<file path="src/rtl/load_unit_pkg.sv">
// Shared definitions for the load unit: opcodes, FSM states, access sizes, imm16 extension.
// Latency: none (declarations only).
// Backpressure: n/a.
package load_unit_pkg;

  localparam logic [5:0] OP_LB  = 6'h20;
  localparam logic [5:0] OP_LH  = 6'h21;
  localparam logic [5:0] OP_LW  = 6'h23;
  localparam logic [5:0] OP_LBU = 6'h24;
  localparam logic [5:0] OP_LHU = 6'h25;

  typedef enum logic [1:0] {
    ST_IDLE = 2'd0,
    ST_REQ  = 2'd1,
    ST_WB   = 2'd2
  } state_t;

  typedef enum logic [1:0] {
    SZ_BYTE = 2'd0,
    SZ_HALF = 2'd1,
    SZ_WORD = 2'd2,
    SZ_NONE = 2'd3
  } size_t;

  // imm16 -> 32-bit two's complement offset
  function automatic logic [31:0] sign_extend(input logic [15:0] v);
    return {{16{v[15]}}, v};
  endfunction

endpackage

</file>
<file path="src/rtl/load_unit_if.sv">
// Data-memory read port: req/ack handshake carrying a word address and returned word.
// Latency: none (wiring only).
// Backpressure: requester holds mem_req and mem_addr until the memory asserts mem_ack.
interface load_unit_if #(
  parameter int DATA_W = 32
);
  logic              mem_req;
  logic [31:0]       mem_addr;
  logic              mem_ack;
  logic [DATA_W-1:0] mem_rdata;

  modport master (output mem_req, output mem_addr, input mem_ack, input mem_rdata);
  modport slave  (input mem_req, input mem_addr, output mem_ack, output mem_rdata);
endinterface

</file>
<file path="src/rtl/load_unit_align_extend.sv">
// Selects the byte/half lane of a read word, extends it, and flags bad opcodes or alignment.
// Latency: combinational.
// Backpressure: none.
module load_align_extend
  import load_unit_pkg::*;
#(
  parameter int DATA_W = 32
) (
  input  logic [DATA_W-1:0] rdata,
  input  logic [1:0]        ea_lo,
  input  logic [5:0]        opcode,
  output logic [DATA_W-1:0] data,
  output logic              misalign,
  output logic              illegal
);

  size_t       size;
  logic        is_signed;
  logic [7:0]  byte_lane;
  logic [15:0] half_lane;

  assign byte_lane = rdata[{ea_lo, 3'b000} +: 8];
  assign half_lane = rdata[{ea_lo[1], 4'b0000} +: 16];

  // Decode access size and signedness from the opcode
  always_comb begin
    size      = SZ_NONE;
    is_signed = 1'b0;
    case (opcode)
      OP_LB:  begin size = SZ_BYTE; is_signed = 1'b1; end
      OP_LBU: size = SZ_BYTE;
      OP_LH:  begin size = SZ_HALF; is_signed = 1'b1; end
      OP_LHU: size = SZ_HALF;
      OP_LW:  size = SZ_WORD;
      default: size = SZ_NONE;
    endcase
  end

  // Lane extraction, extension and fault flags
  always_comb begin
    data     = rdata;
    illegal  = (size == SZ_NONE);
    misalign = 1'b0;
    case (size)
      SZ_BYTE: data = {{(DATA_W-8){is_signed & byte_lane[7]}}, byte_lane};
      SZ_HALF: begin
        data     = {{(DATA_W-16){is_signed & half_lane[15]}}, half_lane};
        misalign = ea_lo[0];
      end
      SZ_WORD: misalign = (ea_lo != 2'b00);
      default: data = rdata;
    endcase
  end

endmodule

</file>
<file path="src/rtl/load_unit.sv">
// MIPS load execution (lb/lh/lw/lbu/lhu): EA = rs + simm16, memory read, align/extend, write-back.
// Latency: start sampled at edge N, ack in first REQ cycle -> done/reg_write in cycle N+2; +1 per wait.
// Backpressure: waits in REQ for mem_ack; start ignored while busy. Option LOAD_TIMEOUT_EN aborts stalled reads.
module load_unit
  import load_unit_pkg::*;
#(
  parameter int DATA_W         = 32,
  parameter int TIMEOUT_CYCLES = 16
) (
  input  logic              clk,
  input  logic              reset,
  input  logic              start,
  input  logic [31:0]       instruction,
  input  logic [DATA_W-1:0] Read_data1,
  output logic              busy,
  load_unit_if.master       mem,
  output logic              reg_write,
  output logic [4:0]        write_reg,
  output logic [DATA_W-1:0] write_data,
  output logic              done,
  output logic              error
);

  state_t            state_q, state_d;
  logic [31:0]       ea_q, ea_d;
  logic [5:0]        op_q;
  logic [4:0]        rt_q;
  logic              fault_q;
  logic [DATA_W-1:0] ext_data;
  logic              misalign, illegal, bad_req;
  logic [1:0]        sel_lo;
  logic [5:0]        sel_op;
  logic              timeout_hit;
  logic              unused_instr;

  assign unused_instr = ^instruction[25:21];

  assign ea_d = Read_data1 + sign_extend(instruction[15:0]);

  // The checker sees the incoming instruction in IDLE and the captured one afterwards
  assign sel_lo  = (state_q == ST_IDLE) ? ea_d[1:0] : ea_q[1:0];
  assign sel_op  = (state_q == ST_IDLE) ? instruction[31:26] : op_q;
  assign bad_req = misalign | illegal;

  load_align_extend #(.DATA_W(DATA_W)) u_align (
    .rdata    (mem.mem_rdata),
    .ea_lo    (sel_lo),
    .opcode   (sel_op),
    .data     (ext_data),
    .misalign (misalign),
    .illegal  (illegal)
  );

`ifdef LOAD_TIMEOUT_EN
  localparam int CW = $clog2(TIMEOUT_CYCLES + 1);
  localparam logic [CW-1:0] TO_LAST = CW'(TIMEOUT_CYCLES - 1);
  logic [CW-1:0] cnt_q;

  // REQ cycle counter, cleared whenever a request is launched
  always_ff @(posedge clk or negedge reset) begin
    if (!reset)                                  cnt_q <= '0;
    else if (state_q == ST_IDLE && start)        cnt_q <= '0;
    else if (state_q == ST_REQ && !mem.mem_ack)  cnt_q <= cnt_q + CW'(1);
  end

  assign timeout_hit = (state_q == ST_REQ) && !mem.mem_ack && (cnt_q == TO_LAST);
`else
  assign timeout_hit = 1'b0;
`endif

  // State register
  always_ff @(posedge clk or negedge reset) begin
    if (!reset) state_q <= ST_IDLE;
    else        state_q <= state_d;
  end

  // Next state and handshake/strobe outputs
  always_comb begin
    state_d = state_q;
    case (state_q)
      ST_IDLE: if (start) state_d = bad_req ? ST_WB : ST_REQ;
      ST_REQ:  if (mem.mem_ack || timeout_hit) state_d = ST_WB;
      ST_WB:   state_d = ST_IDLE;
      default: state_d = ST_IDLE;
    endcase
  end

  assign busy         = (state_q != ST_IDLE);
  assign mem.mem_req  = (state_q == ST_REQ);
  assign mem.mem_addr = {ea_q[31:2], 2'b00};
  assign done         = (state_q == ST_WB);
  assign error        = done & fault_q;
  assign reg_write    = done & ~fault_q & (rt_q != 5'd0);

  // Request capture in IDLE and result capture on the way into WB
  always_ff @(posedge clk or negedge reset) begin
    if (!reset) begin
      ea_q       <= '0;
      op_q       <= '0;
      rt_q       <= '0;
      fault_q    <= 1'b0;
      write_reg  <= '0;
      write_data <= '0;
    end else begin
      if (state_q == ST_IDLE && start) begin
        ea_q    <= ea_d;
        op_q    <= instruction[31:26];
        rt_q    <= instruction[20:16];
        fault_q <= bad_req;
        if (bad_req) write_reg <= instruction[20:16];
      end
      if (state_q == ST_REQ && mem.mem_ack) begin
        write_data <= ext_data;
        write_reg  <= rt_q;
      end else if (timeout_hit) begin
        fault_q   <= 1'b1;
        write_reg <= rt_q;
      end
    end
  end

endmodule

</file>
<file path="src/flat_wrapper.sv">
// flat-port wrapper written by rule: the top's interface ports become plain ports
module load_unit_flat import load_unit_pkg::*;
#(
  parameter int DATA_W         = 32,
  parameter int TIMEOUT_CYCLES = 16
)
  (clk, reset, start, instruction, Read_data1, busy, reg_write, write_reg, write_data, done, error, mem_mem_req, mem_mem_addr, mem_mem_ack, mem_mem_rdata);
  load_unit_if #(.DATA_W(DATA_W)) mem_i ();
  input  logic clk;
  input  logic reset;
  input  logic start;
  input  logic [31:0] instruction;
  input  logic [DATA_W-1:0] Read_data1;
  output logic busy;
  output logic reg_write;
  output logic [4:0] write_reg;
  output logic [DATA_W-1:0] write_data;
  output logic done;
  output logic error;
  output wire logic [$bits(mem_i.mem_req)-1:0] mem_mem_req;
  output wire logic [$bits(mem_i.mem_addr)-1:0] mem_mem_addr;
  input wire logic [$bits(mem_i.mem_ack)-1:0] mem_mem_ack;
  input wire logic [$bits(mem_i.mem_rdata)-1:0] mem_mem_rdata;
  assign mem_mem_req = mem_i.mem_req;
  assign mem_mem_addr = mem_i.mem_addr;
  assign mem_i.mem_ack = mem_mem_ack;
  assign mem_i.mem_rdata = mem_mem_rdata;
  load_unit #(.DATA_W(DATA_W), .TIMEOUT_CYCLES(TIMEOUT_CYCLES)) u_core (.clk(clk), .reset(reset), .start(start), .instruction(instruction), .Read_data1(Read_data1), .busy(busy), .mem(mem_i), .reg_write(reg_write), .write_reg(write_reg), .write_data(write_data), .done(done), .error(error));
endmodule
</file>
<file path="config.mk">
export PLATFORM = sky130hd
export DESIGN_NAME = load_unit_flat
export DESIGN_NICKNAME = d
export VERILOG_FILES = /design/src/rtl/load_unit_pkg.sv /design/src/rtl/load_unit_if.sv /design/src/rtl/load_unit_align_extend.sv /design/src/rtl/load_unit.sv /design/src/flat_wrapper.sv
export SDC_FILE = /design/constraint.sdc
export NUM_CORES = 1
export LEC_CHECK = 0
export ABC_AREA = 1
export CORE_ASPECT_RATIO = 1.2
export CORE_UTILIZATION = 46
export DETAILED_ROUTE_END_ITERATION = 8
export PLACE_DENSITY = 0.82
export SLEW_MARGIN = 20
export SYNTH_ARGS = -nofsm -noshare
export SYNTH_HDL_FRONTEND = slang
export SYNTH_SLANG_ARGS = --single-unit
export TNS_END_PERCENT = 5
</file>
<file path="constraint.sdc">
create_clock -name clk -period 2.1 [get_ports clk]
set_input_delay 0.42 -clock clk [delete_from_list [all_inputs] [get_ports clk]]
set_output_delay 0.42 -clock clk [all_outputs]
set_load 0.02 [all_outputs]
</file>
* Word-level counts from Yosys, hierarchy flattened *
Cells that the tools add are included.

storage, ports and cells
  register bits = 83
  bits of input ports = 100
  logic and storage cells = 56

operators by class
  add/subtract/negate cells = 1
  eq/ne operators = 12
  shifts and indexed selects = 2
  multiplexer cells = 13
  bitwise gates (word level) = 7
  reduce and logical (&&, ||, !) cells = 14

operators with widths
  cell                                                                      number
  32-bit case mux with 2 select lines                                       1
  32-bit adder                                                              1
  32-bit by 6-bit indexed part select with 16-bit output                    1
  32-bit by 6-bit indexed part select with 8-bit output                     1
  6-bit == test (second input constant)                                     5
  5-bit two-way mux                                                         3
  2-bit two-way mux                                                         4
  2-bit nonzero test                                                        4
  2-bit == test (second input constant)                                     3
  6-bit two-way mux                                                         1
  2-bit case mux with 3 select lines                                        1
  2-bit OR reduction                                                        3
  1-bit bitwise AND                                                         5
  5-bit nonzero test                                                        1
  2-bit by 1-bit == test with 1-bit output (second input constant)          2
  2-bit logical NOT                                                         2
  2-bit case mux with 2 select lines                                        1
  2-bit AND reduction                                                       2
  1-bit logical AND                                                         2
  2-bit by 1-bit inequality test with 1-bit output (second input constant)  1
  2-bit inequality test (second input constant)                             1
  1-bit case mux with 2 select lines                                        1
  1-bit two-way mux                                                         1
  1-bit inverter                                                            1
  1-bit OR                                                                  1

* Logic depth before layout (Yosys ltp) *
  depth after elaboration = 11
  depth in mapped cells = 20
  mapped depth without buffers = 17

* Modules after synthesis *
Synthesis repeated with hierarchy kept, for this count alone.

second synthesis, totals
  cells, all modules = 1,055
  area total of the unflattened synthesis = 6,962.9 um2

by module, submodules not included
  module             instances  cells each  area each (um2)  sequential area each (um2)
  load_unit          1          813         5,790.6          2,077.0
  load_align_extend  1          242         1,172.4          0.0

* Worst setup path before layout *
Ideal clock, no wire load.

  path type = register to register
  start = register u_core.state_q[0]
  end = register u_core.write_reg[0]
  setup time = 0.117 ns
  data arrival time = 2.165 ns
  data required time = 1.983 ns
  slack = -0.181 ns
  cell stages (with the launch flop) = 18
  cell sequence = dfrtp_1 -> inv_1 -> nand2_2 -> nand2_1 -> nand2_2 -> nor2_1 -> nand3_2 -> buf_2 -> ha_1 -> buf_2 -> inv_1 -> nor2_1 -> o21ai_0 -> nand2_1 -> nand2_2 -> nand2_1 -> nand2_1 -> nand2_1

on the way
  cells in the longest elaborated chain, start to end = 10
  elaborated cells on any way between the ends = 24

RTL lines
  item                                                                              line                                                source
  start: declaration                                                                load_unit.sv:24                                     state_t state_q, state_d;
  start signal: assignment                                                          load_unit.sv:74                                     else state_q <= state_d;
  2-bit logical NOT                                                                 load_unit.sv:41, load_unit.sv:42, load_unit.sv:105
  6-bit two-way mux                                                                 load_unit.sv:42                                     assign sel_op = (state_q == ST_IDLE) ? instruction[31:26] : op_q;
  6-bit == test                                                                     load_unit_align_extend.sv:29                        case (opcode)
  2-bit OR reduction (no line)                                                      --
  2-bit case mux with 3 select lines                                                load_unit_align_extend.sv:29
  2-bit == test / 2-bit by 1-bit == test with 1-bit output (equally long branches)  load_unit_align_extend.sv:44                        case (size)
  1-bit case mux with 2 select lines                                                load_unit_align_extend.sv:44
  1-bit OR                                                                          load_unit.sv:43                                     assign bad_req = misalign | illegal;
  2-bit nonzero test (no line)                                                      --
  2-bit AND reduction (no line)                                                     --
  end signal: assignment                                                            load_unit.sv:110                                    if (bad_req) write_reg <= instruction[20:16];
  end signal: assignment                                                            load_unit.sv:114                                    write_reg <= rt_q;
  end signal: assignment                                                            load_unit.sv:117                                    write_reg <= rt_q;
  end: declaration                                                                  load_unit.sv:18                                     output logic [4:0] write_reg,

Parallel ways exist; a longest one is shown, timed or not.
A chain may end at the register's enable or synchronous reset.

* Worst setup path after layout *
  start = register u_core.state_q[1]
  end = register u_core.write_data[29]

on the way
  cells in the longest elaborated chain, start to end = 7
  elaborated cells on any way between the ends = 22

RTL lines
  item                                                                            line                              source
  2-bit logical NOT                                                               load_unit.sv:41, load_unit.sv:42
  6-bit two-way mux                                                               load_unit.sv:42
  6-bit == test                                                                   load_unit_align_extend.sv:29
  2-bit OR reduction (no line)                                                    --
  2-bit case mux with 3 select lines / 1-bit two-way mux (equally long branches)  load_unit_align_extend.sv:29
  2-bit by 1-bit == test with 1-bit output (tied with other cells)                load_unit_align_extend.sv:44
  32-bit case mux with 2 select lines                                             load_unit_align_extend.sv:44
  end signal: assignment                                                          load_unit.sv:113                  write_data <= ext_data;
  end: declaration                                                                load_unit.sv:19                   output logic [DATA_W-1:0] write_data,

Parallel ways exist; a longest one is shown, timed or not.

==> metrics.md <==
| Metric | Value |
|---|---|
| RR Startpoint | `u_core.state_q[1]` |
| Hold path startpoint | `u_core.ea_q[29]` |
| Crit path arrival time | `roughly 2.5 ns` |
| Vias | `between 8,000 and 9,000` |
| Layout area overhead | `49.1%` |
| Die W | `115 µm` |
| Vias in the first global route | `approximately 7,600` |
| Status | `complete, but fails checks` |
| Main synth FF type | `dfrtp_1` |
| Vias per cell | `5.16` |
| Top sig layer | `met4` |
| #FFs+latches synth | `83` |
| First drt pass iteration count | `8` |
| Reg2reg path depth | `16` |
| Power Density | `1100 mW/mm²` |
| Setup ws final | `-0.106 ns` |
| DR DRC count | `0` |
| Routability cong. | `between 0.9 and 1` |
| Failing checks | `negative setup slack` |
| Root Buffer Master | `clkbuf_16` |
| H-tree lvl count | `3` |
| Synth area leader | `dfrtp_1` |
| Grt total ovfl | `0` |
| Post-DP HPWL | `17,000 µm` |
| Synth cell types | `36` |
| WHS | `0.484 ns` |
| Input/output buffers | `166` |
| Initial antenna violation count | `0` |
| Top-count cell post-synth | `nand2_1` |
| Critical path class | `flip-flop to flip-flop` |
| Chip height | `about 140 µm` |
| Adder-Cell Fraction of Synth Area | `6.32%` |
| Synth Area in XOR/XNOR | `1.62%` |
| EDFF count, synth | `0` |
| Metal2 WL | `between 10,000 and 15,000 µm` |
| Compound-Gate Fraction of Synth Area | `8.93%` |
| Largest net degree at the start of global routing | `39` |
| Synth async-reset ratio | `100%` |
| Hold EP | `u_core.ea_q[29]` |
| GRT Total Usage | `28.9%` |
| Post-Synthesis Cells | `approximately 1,100` |
| Final Cycle Share | `105%` |
| Sequential area share after synthesis | `29.5%` |
| Global-route wire length before repair | `35,500 µm` |
| Share of the synthesized area in the top cell type | `29.5%` |
| Tmin final | `2.21 ns` |
| Row Count | `49` |
| CP Capture Type | `flip-flop` |
| Initial core utilization | `47.1%` |
| Top Registers | `u_core.ea_q (32), u_core.write_data (32), u_core.op_q (6)` |
| Largest family of logic cells by synthesized area | `simple AND/OR/NAND/NOR gates` |
| Synthesized area | `roughly 0.007 mm²` |
| Final Skew | `around 0.0093 ns` |
| Crit Path Max Fanout | `8` |
| Cts bufs inserted | `9` |
| Synth top area cells | `dfrtp_1 (29%), nand2_1 (23%), inv_1 (8.3%)` |
| Max VDD drop | `0.613 mV` |
| CP required | `2.37 ns` |
| M1 wire length | `approximately 8900 µm` |
| Clk buf depth | `2` |
| Max-Cap Viols | `0` |
| Final WL | `23,400 µm` |
| Warning count from the yosys run | `0` |
| RSZ-0062 raised after global routing | `true` |
| Hold path cells | `2` |
| Fin util | `70.2%` |
| I/O Pins | `174` |
| Final setup viols | `35` |
| Die area | `0.0158 mm²` |
| FF-to-FF End | `u_core.write_data[29]` |
| Mapped Avg Cell Area | `6.21 µm²` |
| Mux contribution to synthesized area | `0%` |
| Hold Vio Cnt, Final | `0` |
| ANT nets after route | `0` |
| Hold Path Class | `flip-flop to flip-flop` |
| Worst setup startpoint | `u_core.state_q[1]` |
| R2R Setup Slk | `-0.11 ns` |
| Nets | `1,516` |
| Max-slew violation count | `0` |
| Worst-path clk slew | `0.07 ns` |
| Simple-Gate Fraction of Synth Area | `approximately two fifths` |
| Max Fclk | `roughly 450 MHz` |
| Commonest cells post-synth | `nand2_1 (438), inv_1 (156), nor2_1 (107), dfrtp_1 (83), nand3_1 (68)` |
| DRT iter0 DRCs | `660` |
| Element type at the critical path start | `flip-flop` |
| TritonCTS Sinks | `between 80 and 90` |
| CORE AREA | `0.0150 mm²` |
| Clock Latency Late Sink | `0.35 ns` |
| Routed wl met3 | `1560 µm` |
| FILL cells | `roughly 1,200` |
| CTS tree | `yes` |
| Leakage power | `0.00554 µW` |
| Ratio of cells with drive above 1 in the final layout | `20.6%` |
| WL per Instance | `14.7 µm` |
-- critical path, cell delays in order (launching register included) --
cell and delay (ns):
dfrtp_1 0.43, nor2_4 0.19, buf_6 0.13, nand2_4 0.05
nand2_4 0.09, inv_2 0.04, nor2_2 0.11, nand2_2 0.11
inv_2 0.08, ha_4 0.19, nand3_4 0.08, nor2_2 0.12
nand3_2 0.10, o21ai_4 0.10, buf_6 0.18, nor2_1 0.05
nor2_1 0.08
-- layout make-up --
| cell class | count | area (µm²) | area share [%] |
|---|---|---|---|
| multi-input combinational | 832 | 4500 | 42.8 |
| clock buffer | 9 | 225 | 2.14 |
| antenna | 1 | 2.50 | 0.0238 |
| inverter | 157 | 589 | 5.61 |
| sequential | 83 | 2080 | 19.8 |
| timing repair buffer | 298 | 2800 | 26.6 |
| tap | 204 | 255 | 2.43 |
| clock inverter | 7 | 65.1 | 0.619 |
-- layout by cell type (no fill, tap or decap), types with 4 or more instances in the layout --
cell,netlist,final
a21oi_1,40,31
a21oi_2,0,9
a22oi_2,0,4
buf_12,0,7
buf_4,33,119
clkbuf_16,0,11
clkdlybuf4s50_1,0,155
dfrtp_1,83,83
ha_1,34,16
ha_2,0,4
ha_4,0,14
inv_1,156,150
inv_2,1,7
nand2_1,438,416
nand2_2,9,18
nand2_4,2,13
nand3_1,68,64
nand3_2,5,7
nand3b_1,6,6
nand4_1,7,7
nor2_1,107,83
nor2_2,2,21
nor2_4,0,5
nor3_1,6,6
o21ai_0,47,33
o21ai_1,0,11
o21bai_1,4,4
or2_2,20,20
xnor2_1,10,10
-- what timing repair did --
item                       CTS  global route
hold buffers                 1             0
gates cloned                 2             3
pin swaps                   10            29
setup endpoints to repair   59            59
setup buffers                4             4
resized for setup           57            84
hold endpoints to repair    24             0
-- where the power goes --
group | switching, µW | leakage (µW) | internal (µW) | total [µW]
registers | 470 | 0.00103 | 2360 | 2830
clock network | 752 | 0.000141 | 834 | 1590
logic | 3880 | 0.00437 | 3220 | 7100
total | 5100 | 0.00554 | 6420 | 11500
-- logic make-up after synthesis --
logic type,Yosys count
simple gates,673
buf+inv,220
compound gates,109
flops,83
fa+ha+maj,35
xor+xnor,13
other cells,1
-- stage by stage --
step | setup slack (ns) | cell area, µm² | total power (µW) | instances | setup TNS (ns)
floorplan | -0.0514 | 7130 | 6730 | 1135 | -0.750
global placement | -0.686 | 9620 | 9080 | 1562 | -33.53
detailed placement | -0.741 | 9620 | 9210 | 1562 | -36.57
CTS | -0.0931 | 10200 | 11100 | 1585 | -0.991
global route | -0.200 | 10500 | 12300 | 1590 | -6.15
finish | -0.106 | 10500 | 11500 | 1591 | -1.85
-- how the worst max path moves through the flow --
stage                                  to  slack, ns  depth (start not counted)
finish              u_core.write_data[29]      -0.11                         16
global route         u_core.write_data[8]      -0.20                         17
CTS                 u_core.write_data[23]      -0.09                         16
detailed placement  u_core.write_data[13]      -0.74                         15
global placement     u_core.write_data[2]      -0.69                         12
floorplan           u_core.write_data[16]      -0.05                         18
-- per-layer routing --
layer	vias up	global-route usage, %
li1	3974	-
met1	3737	32.0
met2	402	52.7
met3	95	5.46
met4	0	14.0
met5	-	0
Note: power is estimated with default switching activity, not from simulation.
